**config.mk**
```make
export PLATFORM = sky130hd
export DESIGN_NAME = jedro_1_trap_ctrl_flat
export DESIGN_NICKNAME = d
export VERILOG_FILES = /design/src/rtl/jedro_1_trap_ctrl_pkg.sv /design/src/rtl/jedro_1_trap_ctrl_if.sv /design/src/rtl/jedro_1_trap_ctrl_irq_prio.sv /design/src/rtl/jedro_1_trap_ctrl.sv /design/src/flat_wrapper.sv
export SDC_FILE = /design/constraint.sdc
export NUM_CORES = 1
export LEC_CHECK = 0
export ABC_AREA = 1
export CELL_PAD_IN_SITES_DETAIL_PLACEMENT = 1
export CELL_PAD_IN_SITES_GLOBAL_PLACEMENT = 1
export CORE_MARGIN = 5
export CORE_UTILIZATION = 25
export DETAILED_ROUTE_END_ITERATION = 8
export HOLD_SLACK_MARGIN = 0.08
export PLACE_DENSITY_LB_ADDON = 0.1
export SLEW_MARGIN = 20
export SYNTH_ARGS = -nofsm -noshare
export SYNTH_HDL_FRONTEND = slang
export SYNTH_SLANG_ARGS = --single-unit
```
**constraint.sdc**
```tcl
create_clock -name clk_i -period 5.63 [get_ports clk_i]
set_clock_uncertainty 0.2 [all_clocks]
set_input_delay 0.563 -clock clk_i [delete_from_list [all_inputs] [get_ports clk_i]]
set_output_delay 0.563 -clock clk_i [all_outputs]
set_load 0.05 [all_outputs]
```
**src/rtl/jedro_1_trap_ctrl_pkg.sv**
```systemverilog
// Shared constants and types for the jedro_1 trap sequencer:
// interrupt/exception cause codes, mtvec modes, FSM state encoding
// and the fixed interrupt priority helper.
package jedro_1_trap_ctrl_pkg;

  // Interrupt cause codes double as their bit position in mip/mie.
  localparam logic [4:0] MCAUSE_IRQ_MEI = 5'd11;
  localparam logic [4:0] MCAUSE_IRQ_MSI = 5'd3;
  localparam logic [4:0] MCAUSE_IRQ_MTI = 5'd7;

  // Synchronous exception codes (mcause with interrupt bit clear).
  localparam logic [4:0] EXC_INSTR_MISALIGN = 5'd0;
  localparam logic [4:0] EXC_INSTR_ACCESS   = 5'd1;
  localparam logic [4:0] EXC_ILLEGAL_INSTR  = 5'd2;
  localparam logic [4:0] EXC_BREAKPOINT     = 5'd3;
  localparam logic [4:0] EXC_LOAD_MISALIGN  = 5'd4;
  localparam logic [4:0] EXC_LOAD_ACCESS    = 5'd5;
  localparam logic [4:0] EXC_STORE_MISALIGN = 5'd6;
  localparam logic [4:0] EXC_STORE_ACCESS   = 5'd7;
  localparam logic [4:0] EXC_ECALL_M        = 5'd11;

  localparam logic [1:0] MTVEC_MODE_DIRECT   = 2'b00;
  localparam logic [1:0] MTVEC_MODE_VECTORED = 2'b01;

  typedef enum logic [2:0] {
    TRAP_IDLE  = 3'd0,
    TRAP_DRAIN = 3'd1,
    TRAP_SAVE  = 3'd2,
    TRAP_JUMP  = 3'd3,
    TRAP_RET   = 3'd4
  } trap_state_e;

  // Fixed machine-level priority: external > software > timer.
  function automatic logic [4:0] irq_prio_code(input logic mei, input logic msi, input logic mti);
    logic [4:0] code;
    code = '0;
    if (mei)      code = MCAUSE_IRQ_MEI;
    else if (msi) code = MCAUSE_IRQ_MSI;
    else if (mti) code = MCAUSE_IRQ_MTI;
    return code;
  endfunction

endpackage

```
**src/rtl/jedro_1_trap_ctrl_if.sv**
```systemverilog
// Pipeline / CSR-file side bundle of the trap sequencer.
// slave = trap controller view, master = pipeline + CSR view.
interface jedro_1_trap_ctrl_if #(
  parameter int DATA_WIDTH = 32
);
  logic                  irq_ext_i;
  logic                  irq_sw_i;
  logic                  irq_tmr_i;
  logic                  mstatus_mie_i;
  logic [DATA_WIDTH-1:0] mie_i;
  logic [DATA_WIDTH-1:0] mtvec_i;
  logic [DATA_WIDTH-1:0] mepc_i;
  logic                  exc_i;
  logic [4:0]            exc_cause_i;
  logic [DATA_WIDTH-1:0] exc_pc_i;
  logic                  mret_i;
  logic [DATA_WIDTH-1:0] next_pc_i;
  logic                  pipe_empty_i;

  logic                  stall_fetch_o;
  logic                  flush_o;
  logic                  jmp_o;
  logic [DATA_WIDTH-1:0] jmp_addr_o;
  logic                  mepc_we_o;
  logic                  mcause_we_o;
  logic [DATA_WIDTH-1:0] mepc_o;
  logic [DATA_WIDTH-1:0] mcause_o;
  logic                  mstatus_trap_o;
  logic                  mstatus_mret_o;
  logic [DATA_WIDTH-1:0] mip_o;

  modport slave (
    input  irq_ext_i, irq_sw_i, irq_tmr_i, mstatus_mie_i, mie_i, mtvec_i, mepc_i,
           exc_i, exc_cause_i, exc_pc_i, mret_i, next_pc_i, pipe_empty_i,
    output stall_fetch_o, flush_o, jmp_o, jmp_addr_o, mepc_we_o, mcause_we_o,
           mepc_o, mcause_o, mstatus_trap_o, mstatus_mret_o, mip_o
  );

  modport master (
    output irq_ext_i, irq_sw_i, irq_tmr_i, mstatus_mie_i, mie_i, mtvec_i, mepc_i,
           exc_i, exc_cause_i, exc_pc_i, mret_i, next_pc_i, pipe_empty_i,
    input  stall_fetch_o, flush_o, jmp_o, jmp_addr_o, mepc_we_o, mcause_we_o,
           mepc_o, mcause_o, mstatus_trap_o, mstatus_mret_o, mip_o
  );
endinterface

```
**src/rtl/jedro_1_trap_ctrl_irq_prio.sv**
```systemverilog
// Combinational interrupt priority encoder: enabled-and-pending bits
// in, "something to take" flag and winning cause code out.
module jedro_1_trap_ctrl_irq_prio
  import jedro_1_trap_ctrl_pkg::*;
#(
  parameter int DATA_WIDTH = 32
) (
  input  logic [DATA_WIDTH-1:0] i_mip,
  input  logic [DATA_WIDTH-1:0] i_mie,
  output logic                  o_valid,
  output logic [4:0]            o_code
);

  logic [DATA_WIDTH-1:0] w_pend;
  logic                  w_unused;

  assign w_pend   = i_mip & i_mie;
  assign o_valid  = w_pend[MCAUSE_IRQ_MEI] | w_pend[MCAUSE_IRQ_MSI] | w_pend[MCAUSE_IRQ_MTI];
  assign o_code   = irq_prio_code(w_pend[MCAUSE_IRQ_MEI], w_pend[MCAUSE_IRQ_MSI],
                                  w_pend[MCAUSE_IRQ_MTI]);
  // Only bits 3/7/11 carry machine interrupts; the rest are don't-care.
  assign w_unused = ^w_pend;

endmodule

```
**src/rtl/jedro_1_trap_ctrl.sv**
```systemverilog
// jedro_1 trap sequencer. Converts pending interrupts, synchronous
// exceptions and MRET into stall -> drain -> CSR save -> redirect/flush.
// Holds only the latched cause/epc; all CSR storage lives in the CSR file.
module jedro_1_trap_ctrl
  import jedro_1_trap_ctrl_pkg::*;
#(
  parameter int DATA_WIDTH      = 32,
  parameter int IRQ_SYNC_STAGES = 2
) (
  input  logic                 clk_i,
  input  logic                 rstn_i,
  jedro_1_trap_ctrl_if.slave   bus
);

  trap_state_e                      r_state, w_state_nxt;
  logic [IRQ_SYNC_STAGES-1:0][2:0]  r_irq_sync;   // {ext, tmr, sw} per stage
  logic [DATA_WIDTH-1:0]            r_cause, w_cause_nxt;
  logic [DATA_WIDTH-1:0]            r_epc, w_epc_nxt;
  logic [DATA_WIDTH-1:0]            w_mip;
  logic                             w_irq_vld;
  logic [4:0]                       w_irq_code;
  logic                             w_irq_take;
  logic [DATA_WIDTH-1:0]            w_base;
  logic [DATA_WIDTH-1:0]            w_vec_off;
  logic [DATA_WIDTH-1:0]            w_exc_cause;
  logic [DATA_WIDTH-1:0]            w_irq_cause;

  // Shift each raw irq line through IRQ_SYNC_STAGES flops before use.
  always_ff @(posedge clk_i or negedge rstn_i) begin
    if (!rstn_i) begin
      r_irq_sync <= '0;
    end else begin
      r_irq_sync[0] <= {bus.irq_ext_i, bus.irq_tmr_i, bus.irq_sw_i};
      for (int i = 1; i < IRQ_SYNC_STAGES; i++) r_irq_sync[i] <= r_irq_sync[i-1];
    end
  end

  // Place synchronized pending bits at their mip positions.
  always_comb begin
    w_mip                 = '0;
    w_mip[MCAUSE_IRQ_MEI] = r_irq_sync[IRQ_SYNC_STAGES-1][2];
    w_mip[MCAUSE_IRQ_MTI] = r_irq_sync[IRQ_SYNC_STAGES-1][1];
    w_mip[MCAUSE_IRQ_MSI] = r_irq_sync[IRQ_SYNC_STAGES-1][0];
  end

  assign bus.mip_o = w_mip;

  jedro_1_trap_ctrl_irq_prio #(
    .DATA_WIDTH (DATA_WIDTH)
  ) u_irq_prio (
    .i_mip   (w_mip),
    .i_mie   (bus.mie_i),
    .o_valid (w_irq_vld),
    .o_code  (w_irq_code)
  );

  assign w_irq_take  = bus.mstatus_mie_i & w_irq_vld;
  assign w_exc_cause = {{(DATA_WIDTH-5){1'b0}}, bus.exc_cause_i};
  assign w_irq_cause = {1'b1, {(DATA_WIDTH-6){1'b0}}, w_irq_code};

  // Vectored mode only offsets interrupts; exceptions always land on the base.
  // The add is plain modular arithmetic, so a base near the top wraps.
  assign w_base    = {bus.mtvec_i[DATA_WIDTH-1:2], 2'b00};
  assign w_vec_off = ((bus.mtvec_i[1:0] == MTVEC_MODE_VECTORED) && r_cause[DATA_WIDTH-1])
                     ? {{(DATA_WIDTH-7){1'b0}}, r_cause[4:0], 2'b00} : '0;

  // State, cause and epc registers; async reset drops back to IDLE.
  always_ff @(posedge clk_i or negedge rstn_i) begin
    if (!rstn_i) begin
      r_state <= TRAP_IDLE;
      r_cause <= '0;
      r_epc   <= '0;
    end else begin
      r_state <= w_state_nxt;
      r_cause <= w_cause_nxt;
      r_epc   <= w_epc_nxt;
    end
  end

  // Next-state and strobe decode; strobes and their data are zero unless active.
  always_comb begin
    w_state_nxt        = r_state;
    w_cause_nxt        = r_cause;
    w_epc_nxt          = r_epc;
    bus.stall_fetch_o  = 1'b0;
    bus.flush_o        = 1'b0;
    bus.jmp_o          = 1'b0;
    bus.jmp_addr_o     = '0;
    bus.mepc_we_o      = 1'b0;
    bus.mcause_we_o    = 1'b0;
    bus.mepc_o         = '0;
    bus.mcause_o       = '0;
    bus.mstatus_trap_o = 1'b0;
    bus.mstatus_mret_o = 1'b0;

    unique case (r_state)
      TRAP_IDLE: begin
        if (bus.exc_i) begin
          // Faulting instr is already known; kill younger instrs right away.
          bus.flush_o = 1'b1;
          w_cause_nxt = w_exc_cause;
          w_epc_nxt   = bus.exc_pc_i;
          w_state_nxt = TRAP_SAVE;
        end else if (bus.mret_i) begin
          w_state_nxt = TRAP_RET;
        end else if (w_irq_take) begin
          // Cause is frozen here; later irq changes do not affect this trap.
          w_cause_nxt = w_irq_cause;
          w_state_nxt = TRAP_DRAIN;
        end
      end

      TRAP_DRAIN: begin
        bus.stall_fetch_o = 1'b1;
        if (bus.exc_i) begin
          // A retiring instr faulted while draining: the exception wins.
          bus.flush_o = 1'b1;
          w_cause_nxt = w_exc_cause;
          w_epc_nxt   = bus.exc_pc_i;
          w_state_nxt = TRAP_SAVE;
        end else if (bus.pipe_empty_i) begin
          w_epc_nxt   = bus.next_pc_i;
          w_state_nxt = TRAP_SAVE;
        end
      end

      TRAP_SAVE: begin
        bus.stall_fetch_o  = 1'b1;
        bus.mepc_we_o      = 1'b1;
        bus.mcause_we_o    = 1'b1;
        bus.mepc_o         = r_epc;
        bus.mcause_o       = r_cause;
        bus.mstatus_trap_o = 1'b1;
        w_state_nxt        = TRAP_JUMP;
      end

      TRAP_JUMP: begin
        bus.jmp_o      = 1'b1;
        bus.flush_o    = 1'b1;
        bus.jmp_addr_o = w_base + w_vec_off;
        w_state_nxt    = TRAP_IDLE;
      end

      TRAP_RET: begin
        bus.jmp_o          = 1'b1;
        bus.flush_o        = 1'b1;
        bus.mstatus_mret_o = 1'b1;
        bus.jmp_addr_o     = bus.mepc_i;
        w_state_nxt        = TRAP_IDLE;
      end

      default: w_state_nxt = TRAP_IDLE;
    endcase
  end

endmodule

```
**src/flat_wrapper.sv**
```systemverilog
// flat-port wrapper written by rule: the top's interface ports become plain ports
module jedro_1_trap_ctrl_flat import jedro_1_trap_ctrl_pkg::*;
#(
  parameter int DATA_WIDTH      = 32,
  parameter int IRQ_SYNC_STAGES = 2
)
  (clk_i, rstn_i, bus_irq_ext_i, bus_irq_sw_i, bus_irq_tmr_i, bus_mstatus_mie_i, bus_mie_i, bus_mtvec_i, bus_mepc_i, bus_exc_i, bus_exc_cause_i, bus_exc_pc_i, bus_mret_i, bus_next_pc_i, bus_pipe_empty_i, bus_stall_fetch_o, bus_flush_o, bus_jmp_o, bus_jmp_addr_o, bus_mepc_we_o, bus_mcause_we_o, bus_mepc_o, bus_mcause_o, bus_mstatus_trap_o, bus_mstatus_mret_o, bus_mip_o);
  jedro_1_trap_ctrl_if #(.DATA_WIDTH(DATA_WIDTH)) bus_i ();
  input  logic clk_i;
  input  logic rstn_i;
  input wire logic [$bits(bus_i.irq_ext_i)-1:0] bus_irq_ext_i;
  input wire logic [$bits(bus_i.irq_sw_i)-1:0] bus_irq_sw_i;
  input wire logic [$bits(bus_i.irq_tmr_i)-1:0] bus_irq_tmr_i;
  input wire logic [$bits(bus_i.mstatus_mie_i)-1:0] bus_mstatus_mie_i;
  input wire logic [$bits(bus_i.mie_i)-1:0] bus_mie_i;
  input wire logic [$bits(bus_i.mtvec_i)-1:0] bus_mtvec_i;
  input wire logic [$bits(bus_i.mepc_i)-1:0] bus_mepc_i;
  input wire logic [$bits(bus_i.exc_i)-1:0] bus_exc_i;
  input wire logic [$bits(bus_i.exc_cause_i)-1:0] bus_exc_cause_i;
  input wire logic [$bits(bus_i.exc_pc_i)-1:0] bus_exc_pc_i;
  input wire logic [$bits(bus_i.mret_i)-1:0] bus_mret_i;
  input wire logic [$bits(bus_i.next_pc_i)-1:0] bus_next_pc_i;
  input wire logic [$bits(bus_i.pipe_empty_i)-1:0] bus_pipe_empty_i;
  output wire logic [$bits(bus_i.stall_fetch_o)-1:0] bus_stall_fetch_o;
  output wire logic [$bits(bus_i.flush_o)-1:0] bus_flush_o;
  output wire logic [$bits(bus_i.jmp_o)-1:0] bus_jmp_o;
  output wire logic [$bits(bus_i.jmp_addr_o)-1:0] bus_jmp_addr_o;
  output wire logic [$bits(bus_i.mepc_we_o)-1:0] bus_mepc_we_o;
  output wire logic [$bits(bus_i.mcause_we_o)-1:0] bus_mcause_we_o;
  output wire logic [$bits(bus_i.mepc_o)-1:0] bus_mepc_o;
  output wire logic [$bits(bus_i.mcause_o)-1:0] bus_mcause_o;
  output wire logic [$bits(bus_i.mstatus_trap_o)-1:0] bus_mstatus_trap_o;
  output wire logic [$bits(bus_i.mstatus_mret_o)-1:0] bus_mstatus_mret_o;
  output wire logic [$bits(bus_i.mip_o)-1:0] bus_mip_o;
  assign bus_i.irq_ext_i = bus_irq_ext_i;
  assign bus_i.irq_sw_i = bus_irq_sw_i;
  assign bus_i.irq_tmr_i = bus_irq_tmr_i;
  assign bus_i.mstatus_mie_i = bus_mstatus_mie_i;
  assign bus_i.mie_i = bus_mie_i;
  assign bus_i.mtvec_i = bus_mtvec_i;
  assign bus_i.mepc_i = bus_mepc_i;
  assign bus_i.exc_i = bus_exc_i;
  assign bus_i.exc_cause_i = bus_exc_cause_i;
  assign bus_i.exc_pc_i = bus_exc_pc_i;
  assign bus_i.mret_i = bus_mret_i;
  assign bus_i.next_pc_i = bus_next_pc_i;
  assign bus_i.pipe_empty_i = bus_pipe_empty_i;
  assign bus_stall_fetch_o = bus_i.stall_fetch_o;
  assign bus_flush_o = bus_i.flush_o;
  assign bus_jmp_o = bus_i.jmp_o;
  assign bus_jmp_addr_o = bus_i.jmp_addr_o;
  assign bus_mepc_we_o = bus_i.mepc_we_o;
  assign bus_mcause_we_o = bus_i.mcause_we_o;
  assign bus_mepc_o = bus_i.mepc_o;
  assign bus_mcause_o = bus_i.mcause_o;
  assign bus_mstatus_trap_o = bus_i.mstatus_trap_o;
  assign bus_mstatus_mret_o = bus_i.mstatus_mret_o;
  assign bus_mip_o = bus_i.mip_o;
  jedro_1_trap_ctrl #(.DATA_WIDTH(DATA_WIDTH), .IRQ_SYNC_STAGES(IRQ_SYNC_STAGES)) u_core (.clk_i(clk_i), .rstn_i(rstn_i), .bus(bus_i));
endmodule
```
==> reports/qor.csv <==
metric,value,unit
crit end category,output port,
DR pass1 iterations,4,
# IOs,309,
"FFs w/ async S/R, synth",100.0,%
worst-margin pin slew,0.9899,ns
Initial DRC Count,183,
post-synth top area share,26.23,%
dpl ws,0.8340,ns
main combinational cell family by area after synthesis,simple AND/OR/NAND/NOR gates,
Vias/cell,4.204,
Clock Pin Slew Worst Setup and Hold Paths,0.06,ns
gr usage total,16.06,%
max cap viols,0,
multiplexer share of the synthesized area,0,%
final hold viol count,0,
startpoint types,input pin,
relative slew slack,33.93,%
Post-DRT Antenna Nets,0,
DP Area,6649,µm²
"Warnings, synthesis",0,
Tmin final,4.786,ns
FMAX,209.0,MHz
H-tree levels,2,
Synth Area in Adders,1.842,%
RePlAce Congestion,0.7958,
status,"finished, final reports clean",
GR Overflow Total,0,
top cell type by total area after synthesis,dfrtp_1,
Layout Cells excl Fill,1181,
final max-slew violation count,0,
diode count,0,
Power Density,430.7,nW/µm²
CTS buffer count,5,
# DRC,0,
Cells after Synth,746,
CTS Hold Bufs,0,
share of cells above drive strength 1,4.937,%
min-delay worst type,reg -> reg,
area delta synth->final,51.81,%
Post-Synth XOR/XNOR Area,0,%
maximum vdd ir drop,288.5,µV
"commonest non-fill, non-tap cell in the layout",nand2_1,
post-route design area,6808,µm²
IO Port Bufs,224,
DP Cell Count,1174,
floorplan core area,17840,µm²
first-pass GRT wire length,26.47,mm
Pleak,3.251,nW
postcts setup bufs,0,
crit-path max FO,11,
pin count of the biggest net entering global routing,65,
area share of and/or/nand/nor cells after synthesis,40.76,%
"Seq/Total Area, Yosys",26.23,%
largest cells by area after synthesis,"dfrtp_1 26%, nand2_1 25%, buf_4 10%",
Clock Latency Late Sink,0.29,ns
# clock sinks,47,
most frequent cells in the layout,"299 x nand2_1, 223 x clkdlybuf4s50_1, 92 x nor2_1",
post_cts resized,0,
Routed Wire Length,17.13,mm
Initial Util,25.14,%
Compound-Gate Fraction of Synth Area,10.69,%
Final HPWL DP,14.05,mm
site row count,49,
syn_area_per_cell,6.011,µm²
most common flop cell mapped by yosys,dfrtp_1,
post-layout util,38.16,%
fin crit share,85.00,%
Post-synth EDFFs,0,
Worst EP arrival,4.02,ns
RSZ-0062 raised after global routing,no,
synth unique cells,34,
# setup viols final,0,
required time of the critical path,4.87,ns
worst setup margin,0.8443,ns
die width,143.9,µm
critical path class,in -> out,
Root Buffer,clkbuf_16,
vias in the first global route,5042,
vias,4965,
Die Height,143.9,µm
wire length per cell,14.51,µm
worst-case clock buffer depth,2,
die area,20720,µm²
synthesized area,4484,µm²
Seq cells post-synth,47,
nets,1132,
CTS tree,yes,
final setup TNS,0,ns
initial antenna violation count,0,
## metal layers
metal	vias to the layer above	routed length, µm	track usage [%]
met5	-	0	0
met3	13	1463	5.125
met2	148	8008	27.02
met4	0	188	2.973
li1	2594	-	-
met1	2210	7470	20.37
## area by class of cell
class / instances / area (µm²)
fill: 2297 / 11030
multi-input combinational: 584 / 2596
timing repair buffer: 228 / 2267
sequential: 47 / 1176
inverter: 86 / 322.8
tap: 229 / 286.5
clock buffer: 6 / 128.9
clock inverter: 1 / 30.03
## synth_stat cells (2+ instances only)
master	n
nand2_1	299
o21ai_2	28
buf_4	60
buf_1	3
nand3_1	42
ha_1	5
dfrtp_1	47
buf_6	6
a21oi_1	7
nor2_1	92
nor2_4	2
and2_1	2
nor3_1	3
clkbuf_1	6
o21ai_0	23
o21ai_1	4
inv_1	84
inv_2	2
nand4_1	9
buf_2	8
## flip-flops by register name, summed over array words and instances (netlist names)
signal,count
u_core.r_irq_sync,3
u_core.bus.mip_o,3
u_core.r_cause,6
u_core.r_epc,32
u_core.r_state,3
## kinds of logic (layout without fill, tap and decap cells)
| kind of cell | Yosys count | after routing |
|---|---|---|
| compound gates | 69 | 69 |
| fa+ha+maj | 6 | 6 |
| buf+inv | 169 | 321 |
| flops | 47 | 47 |
| other cells | 1 | 55 |
| simple gates | 454 | 454 |
## path summary, 6_finish.rpt
path                       slack (ns)  cells after the start                  from             endpoint
setup / recovery                 0.84                     18        bus_mtvec_i[0]   bus_jmp_addr_o[18]
setup reg to reg                 2.50                      9     u_core.r_state[1]     u_core.r_epc[27]
min in group asynchronous        0.16                      2                rstn_i     u_core.r_epc[16]
hold / removal                   0.15                      0  u_core.r_irq_sync[0]  u_core.bus.mip_o[3]
max in group asynchronous        4.63                      2                rstn_i     u_core.r_epc[26]
hold reg to reg                  0.15                      0  u_core.r_irq_sync[0]  u_core.bus.mip_o[3]
## critical path, stage by stage
cell             delay [ns]
clkdlybuf4s50_1        0.46
nand2_1                0.06
nor2_1                 0.09
inv_1                  0.09
nor2_1                 0.10
ha_1                   0.22
inv_1                  0.07
fa_1                   0.38
inv_1                  0.13
nand2_1                0.09
nand2_1                0.11
nand3_1                0.08
nand2_1                0.35
nand2_1                0.13
nand2_1                0.08
nand2_1                0.04
o21ai_0                0.14
clkdlybuf4s50_1        0.83
## stage by stage
step | hold slack [ns] | power, mW
after global routing | 0.1580 | 3.146
after CTS | 0.1510 | 2.986
final | 0.1487 | 2.932
after detailed placement | 0.1370 | 2.633
after floorplan | 0.06741 | 2.053
after global placement | 0.1331 | 2.616
## report_power, final
group | leakage, nW | switching, mW | internal, mW
clock network | 0.0769 | 0.129 | 0.207
registers | 0.576 | 0.0460 | 0.485
logic | 2.60 | 1.42 | 0.640
Note: power is estimated with default switching activity, not from simulation.
